<file path="src/rtl/add_req_pkg.sv">
// Shared types and defaults for the start/valid adder requester.
package add_req_pkg;

    typedef enum logic [1:0] {
        IDLE  = 2'd0,
        ISSUE = 2'd1,
        WAIT  = 2'd2,
        HOLD  = 2'd3
    } state_e;

    localparam int W_DEF       = 12;
    localparam int TIMEOUT_DEF = 4;
    localparam int CNT_W_DEF   = 16;
    localparam int TMR_W_DEF   = $clog2(TIMEOUT_DEF + 1);

    function automatic int tmr_width(input int timeout);
        return $clog2(timeout + 1);
    endfunction

endpackage

</file>
<file path="src/rtl/add_req_timer.sv">
// WAIT-phase timeout counter: clear loads TIMEOUT-1, enable counts down, expire when zero.
// Expire is combinational from the count, so the final WAIT cycle is the TIMEOUT-th one.
module add_req_timer
    import add_req_pkg::*;
#(
    parameter int TIMEOUT = TIMEOUT_DEF
) (
    input  logic clk,
    input  logic rst_n,
    input  logic clr_i,
    input  logic en_i,
    output logic expire_o
);

    localparam int TW = tmr_width(TIMEOUT);

    logic [TW-1:0] cnt_q, cnt_d;

    always_comb begin
        cnt_d = cnt_q;
        if (clr_i) begin
            cnt_d = TW'(TIMEOUT - 1);
        end else if (en_i && cnt_q != '0) begin
            cnt_d = cnt_q - 1'b1;
        end
    end

    always_ff @(posedge clk or negedge rst_n) begin
        if (!rst_n) begin
            cnt_q <= '0;
        end else begin
            cnt_q <= cnt_d;
        end
    end

    assign expire_o = (cnt_q == '0);

endmodule

</file>
<file path="src/rtl/add_req_initiator.sv">
// Single-outstanding requester: accept operands, pulse start, await valid (or timeout), present result.
// Result appears 2 edges after accept with a 1-cycle responder; held until out_ready, no accept meanwhile.
module add_req_initiator
    import add_req_pkg::*;
#(
    parameter int W       = W_DEF,
    parameter int TIMEOUT = TIMEOUT_DEF,
    parameter int CNT_W   = CNT_W_DEF
) (
    input  logic             clk,
    input  logic             rst_n,
    input  logic             in_valid,
    output logic             in_ready,
    input  logic [W-1:0]     in_a,
    input  logic [W-1:0]     in_b,
    output logic             start,
    output logic [W-1:0]     a,
    output logic [W-1:0]     b,
    input  logic [W-1:0]     y,
    input  logic             valid,
    output logic             out_valid,
    input  logic             out_ready,
    output logic [W-1:0]     out_sum,
    output logic             out_err,
    output logic             err_unexp,
    output logic [CNT_W-1:0] txn_cnt
);

    state_e           state_q, state_d;
    logic             start_q, start_d;
    logic [W-1:0]     a_q, a_d, b_q, b_d;
    logic             out_valid_q, out_valid_d;
    logic [W-1:0]     out_sum_q, out_sum_d;
    logic             out_err_q, out_err_d;
    logic             err_unexp_q, err_unexp_d;
    logic [CNT_W-1:0] txn_cnt_q, txn_cnt_d;
    logic             tmr_clr, tmr_en, tmr_expire;

    add_req_timer #(.TIMEOUT(TIMEOUT)) u_timer (
        .clk      (clk),
        .rst_n    (rst_n),
        .clr_i    (tmr_clr),
        .en_i     (tmr_en),
        .expire_o (tmr_expire)
    );

    always_comb begin
        state_d     = state_q;
        start_d     = 1'b0;
        a_d         = a_q;
        b_d         = b_q;
        out_valid_d = out_valid_q;
        out_sum_d   = out_sum_q;
        out_err_d   = out_err_q;
        txn_cnt_d   = txn_cnt_q;
        tmr_clr     = 1'b0;
        tmr_en      = 1'b0;
        // A responder valid is only legitimate while a request is awaiting its answer.
        err_unexp_d = err_unexp_q | (valid && state_q != WAIT);

        unique case (state_q)
            IDLE: begin
                if (in_valid) begin
                    a_d     = in_a;
                    b_d     = in_b;
                    start_d = 1'b1;
                    state_d = ISSUE;
                end
            end
            ISSUE: begin
                tmr_clr = 1'b1;
                state_d = WAIT;
            end
            WAIT: begin
                // Valid takes priority over an expiry in the same cycle.
                if (valid) begin
                    out_sum_d   = y;
                    out_err_d   = 1'b0;
                    out_valid_d = 1'b1;
                    state_d     = HOLD;
                end else if (tmr_expire) begin
                    out_sum_d   = '0;
                    out_err_d   = 1'b1;
                    out_valid_d = 1'b1;
                    state_d     = HOLD;
                end else begin
                    tmr_en = 1'b1;
                end
            end
            HOLD: begin
                if (out_ready) begin
                    out_valid_d = 1'b0;
                    txn_cnt_d   = txn_cnt_q + 1'b1;
                    state_d     = IDLE;
                end
            end
            default: state_d = IDLE;
        endcase
    end

    always_ff @(posedge clk or negedge rst_n) begin
        if (!rst_n) begin
            state_q     <= IDLE;
            start_q     <= 1'b0;
            a_q         <= '0;
            b_q         <= '0;
            out_valid_q <= 1'b0;
            out_sum_q   <= '0;
            out_err_q   <= 1'b0;
            err_unexp_q <= 1'b0;
            txn_cnt_q   <= '0;
        end else begin
            state_q     <= state_d;
            start_q     <= start_d;
            a_q         <= a_d;
            b_q         <= b_d;
            out_valid_q <= out_valid_d;
            out_sum_q   <= out_sum_d;
            out_err_q   <= out_err_d;
            err_unexp_q <= err_unexp_d;
            txn_cnt_q   <= txn_cnt_d;
        end
    end

    assign in_ready  = (state_q == IDLE);
    assign start     = start_q;
    assign a         = a_q;
    assign b         = b_q;
    assign out_valid = out_valid_q;
    assign out_sum   = out_sum_q;
    assign out_err   = out_err_q;
    assign err_unexp = err_unexp_q;
    assign txn_cnt   = txn_cnt_q;

endmodule
</file>
<file path="config.mk">
export PLATFORM = sky130hd
export DESIGN_NAME = add_req_initiator
export DESIGN_NICKNAME = d
export VERILOG_FILES = /design/src/rtl/add_req_pkg.sv /design/src/rtl/add_req_timer.sv /design/src/rtl/add_req_initiator.sv
export SDC_FILE = /design/constraint.sdc
export NUM_CORES = 1
export LEC_CHECK = 0
export ABC_AREA = 1
export CORE_ASPECT_RATIO = 1.1
export CORE_MARGIN = 5
export CORE_UTILIZATION = 44
export DETAILED_ROUTE_END_ITERATION = 16
export PLACE_DENSITY = 0.89
export SYNTH_ARGS = -nofsm -noshare
export SYNTH_HDL_FRONTEND = slang
export SYNTH_SLANG_ARGS = --single-unit
</file>
<file path="constraint.sdc">
create_clock -name clk -period 1.8 [get_ports clk]
set_input_delay 0.18 -clock clk [delete_from_list [all_inputs] [get_ports clk]]
set_output_delay 0.18 -clock clk [all_outputs]
set_load 0.01 [all_outputs]
</file>
==> reports/qor.txt, run 1 <==
Setup Viol. Count Final: 0
total of fill cells in the finished design: 452
total power of the final layout: 5.693 mW
largest vdd supply drop: 0.9230 mV
area of the die: 7776 µm²
starting density of the core: 46.03%
Worst path top cell family by delay: flip-flops
routability cong.: 0.7885
post-route fraction of the period consumed by the critical path: 85.41%
RSZ-0062 raised after global routing: no
post-synthesis instance area: 2689 µm²
die width: 84.54 µm
Clock transition at path regs: 0.07 ns
DRT Wirelength: 6574 µm
Worst R2R Setup Slack: 0.31 ns
required time worst endpoint: 1.62 ns
buffer depth of the longest clock path: 2
slowest CP cell: sky130_fd_sc_hd__dfrtp_1
drt initial violations: 85
Synth Flop Type: sky130_fd_sc_hd__dfrtp_1
Slew headroom: 55.12%
die height: 91.99 µm
number of buffers created by CTS: 9
vias: 2290
crit path max fanout: 4
min-delay worst type: input port to register
WHS: 0.3845 ns
Ys Warns: 0
DRC errors left: 0
overflow left after global routing: 0
via/cell ratio: 4.693
CP bufs+invs: 2
share of flip-flops with an asynchronous set or reset: 100.0%
fmax: 650.5 MHz
register bit total from synthesis: 61
Arr. time, crit path: 1.36 ns
Layout area overhead: 47.32%
IO Port Bufs: 97
startpoint of the lowest-slack register-to-register path: state_q[0]$_DFFE_PN0P_
clock sinks: 61
gate count after technology mapping: 300
number of detailed-route iterations in the first pass: 4
antenna diode instance count: 0
routed length per instance: 13.47 µm
Routed Antenna Nets: 0
Cell Pwr Density: 1437 nW/µm²
classification of the worst setup path: register to primary output
core area: 5842 µm²
count of pins on the block boundary: 98
via count of the first global-routing pass: 2389
cells on worst reg2reg path: 6
share of cells above drive strength 1: 7.786%
hold_sp: in_b[0]
detailed placer's ending HPWL: 4869 µm
final period demand of the worst path: 1.537 ns
first-pass GRT wire length: 10910 µm
count of flip-flops with a built-in enable after synthesis: 0
final layout net count: 455
r2r endpoint: out_err$_DFFE_PN0P_
Synth Area per Inst: 8.963 µm²
CP Cell Sequence: inv_1, ha_1, dlygate4sd2_1
initial antenna violation count: 0
total count of hold-check failures in the final report: 0
maximum clock skew at final layout: 0.008478 ns
maximum cell stage delay along the critical path: 0.40 ns
setup bufs post-CTS: 0
maximum number of pins on one net before global-route repair: 34
crit start category: register
crit end category: primary output
sink of the worst hold path: b[0]$_DFFE_PN0P_
H-tree depth: 3
post-synth net total: 349
maximum capacitance violations: 0
Placement Rows: 29
number of max-slew violations in the final report: 0
TritonCTS clock tree: yes
slew at the pin with the worst max-slew slack: 0.6731 ns
number of distinct library cell variants in the gate-level netlist after synthesis: 28
accumulated negative setup slack: 0 ns
result of the run: complete, no violations
overall track demand over capacity in global routing: 17.47%
share of synthesized area occupied by flip-flops and latches: 56.77%
count of cells along the worst hold path: 3
Pleak: 1.987 nW
root buf cell: sky130_fd_sc_hd__clkbuf_8
Skew-Pair Late Insertion Delay: 0.33 ns
[worst register-to-register path, cell delays in order, from the launching register on]
cell,delay (ns)
sky130_fd_sc_hd__dfrtp_1,0.40
sky130_fd_sc_hd__inv_1,0.10
sky130_fd_sc_hd__ha_1,0.25
sky130_fd_sc_hd__inv_1,0.12
sky130_fd_sc_hd__nor2_1,0.06
sky130_fd_sc_hd__inv_1,0.29
sky130_fd_sc_hd__o21ai_0,0.13
[stage by stage]
stage / util (%) / instances / worst slack [ns] / area [µm²]
floorplan: - / 300 / 0.4579 / 2689
global route: 67.81 / 488 / 0.1651 / 3961
detailed placement: 64.36 / 471 / 0.3050 / 3760
CTS: 67.81 / 488 / 0.2494 / 3961
global placement: 64.36 / 471 / 0.3898 / 3760
finish: 67.81 / 488 / 0.2626 / 3961
[cells by family (layout without fill, tap and decap cells)]
family	Yosys count	in the layout	synth area share (%)
buffers and inverters	34	145	5.026
DFF	61	61	56.77
xor gates and xnor gates	11	11	3.583
and+or+nand+nor	175	175	28.62
AOI/OAI and AO/OA	11	11	2.280
adders and majority gates	8	8	3.723
[sequential cells by signal, summed over array words and instances (netlist names)]
name / count
out_err: 1
start: 1
u_timer.cnt_q: 3
out_sum: 12
txn_cnt: 16
out_valid: 1
state_q: 2
b: 12
err_unexp: 1
a: 12
[worst max path at each step]
stage,from,endpoint,cells past startpoint
floorplan,state_q[0]$_DFFE_PN0P_,a[0]$_DFFE_PN0P_,6
global route,u_timer.cnt_q[0]$_DFFE_PN0P_,out_err$_DFFE_PN0P_,9
detailed placement,state_q[0]$_DFFE_PN0P_,out_err$_DFFE_PN0P_,6
finish,state_q[0]$_DFFE_PN0P_,in_ready,3
CTS,state_q[0]$_DFFE_PN0P_,in_ready,3
global placement,state_q[0]$_DFFE_PN0P_,in_ready,3
[cells in the final DEF, fill, tap and decap left out, types with 2 or more instances in the layout]
master | Yosys | layout
sky130_fd_sc_hd__nand4_1 | 4 | 4
sky130_fd_sc_hd__clkbuf_1 | 3 | 2
sky130_fd_sc_hd__nand3_2 | 2 | 2
sky130_fd_sc_hd__nor2_1 | 9 | 9
sky130_fd_sc_hd__nand2_1 | 128 | 128
sky130_fd_sc_hd__nand2_2 | 3 | 3
sky130_fd_sc_hd__a21oi_1 | 2 | 2
sky130_fd_sc_hd__buf_4 | 1 | 3
sky130_fd_sc_hd__nor3_1 | 3 | 3
sky130_fd_sc_hd__inv_1 | 24 | 24
sky130_fd_sc_hd__clkbuf_8 | 0 | 10
sky130_fd_sc_hd__ha_1 | 8 | 8
sky130_fd_sc_hd__xnor2_1 | 5 | 5
sky130_fd_sc_hd__nand3_1 | 20 | 20
sky130_fd_sc_hd__clkinv_2 | 0 | 2
sky130_fd_sc_hd__dfrtp_1 | 61 | 61
sky130_fd_sc_hd__clkdlybuf4s50_1 | 0 | 95
sky130_fd_sc_hd__inv_2 | 3 | 3
sky130_fd_sc_hd__o21ai_0 | 5 | 5
sky130_fd_sc_hd__xor2_1 | 6 | 6
[final cells by class]
cell class              instances  area, µm²  share of cell area (%)
flip-flops and latches         61       1526                   38.53
clock inverters                 4      47.55                   1.200
multi-input cells             205       1027                   25.93
inverters                      27      101.3                   2.558
repair buffers                102       1017                   25.68
well taps                      77      96.34                   2.432
clock buffers                  12      145.1                   3.664
[power by group]
| group | total [mW] | switching (mW) | internal, mW |
|---|---|---|---|
| logic | 2.33 | 1.14 | 1.20 |
| registers | 2.17 | 0.313 | 1.86 |
| clock network | 1.19 | 0.511 | 0.674 |
| total | 5.69 | 1.96 | 3.73 |
[metal layers]
| layer | vias up | GRT usage [%] | share of wire (%) |
|---|---|---|---|
| met2 | 70 | 29.44 | 49 |
| met4 | 0 | 6.069 | 1.7 |
| met5 | - | 0 | 0 |
| li1 | 1142 | - | - |
| met3 | 11 | 6.362 | 7.4 |
| met1 | 1067 | 20.58 | 42 |
[synth_stat cells (2+ instances only)]
cell	instances	area share, %
sky130_fd_sc_hd__nand2_1	128	18
sky130_fd_sc_hd__dfrtp_1	61	57
sky130_fd_sc_hd__inv_1	24	3.4
sky130_fd_sc_hd__nand3_1	20	3.7
sky130_fd_sc_hd__nor2_1	9	1.3
sky130_fd_sc_hd__ha_1	8	3.7
sky130_fd_sc_hd__xor2_1	6	2.0
sky130_fd_sc_hd__o21ai_0	5	0.93
sky130_fd_sc_hd__xnor2_1	5	1.6
sky130_fd_sc_hd__nand4_1	4	0.93
sky130_fd_sc_hd__buf_2	3	0.56
sky130_fd_sc_hd__clkbuf_1	3	0.42
sky130_fd_sc_hd__inv_2	3	0.42
sky130_fd_sc_hd__nand2_2	3	0.70
sky130_fd_sc_hd__nor3_1	3	0.56
sky130_fd_sc_hd__a21oi_1	2	0.37
sky130_fd_sc_hd__nand3_2	2	0.74
[timing repair]
item | CTS | global route
hold endpoints to repair | 28 | 0
endpoints found under the setup margin | 1 | 0
hold buffers | 1 | 0
gates resized for setup | 1 | 0
Note: power is estimated with default switching activity, not from simulation.
==> run 2: changes to the inputs <==
--- a/config.mk
+++ b/config.mk
@@ -6,11 +6,13 @@
 export NUM_CORES = 1
 export LEC_CHECK = 0
 export ABC_AREA = 1
+export CAP_MARGIN = 20
 export CORE_ASPECT_RATIO = 1.1
 export CORE_MARGIN = 5
 export CORE_UTILIZATION = 44
 export DETAILED_ROUTE_END_ITERATION = 16
 export PLACE_DENSITY = 0.89
+export SKIP_LAST_GASP = 1
 export SYNTH_ARGS = -nofsm -noshare
 export SYNTH_HDL_FRONTEND = slang
 export SYNTH_SLANG_ARGS = --single-unit
==> results of run 2 <==
The final DEF is identical to that of run 1; final timing and power are the same.
==> run 3: changes to the inputs <==
--- a/config.mk
+++ b/config.mk
@@ -16,3 +16,4 @@
 export SYNTH_ARGS = -nofsm -noshare
 export SYNTH_HDL_FRONTEND = slang
 export SYNTH_SLANG_ARGS = --single-unit
+export TNS_END_PERCENT = 50
==> results of run 3 <==
The final DEF is identical to that of run 1; final timing and power are the same.
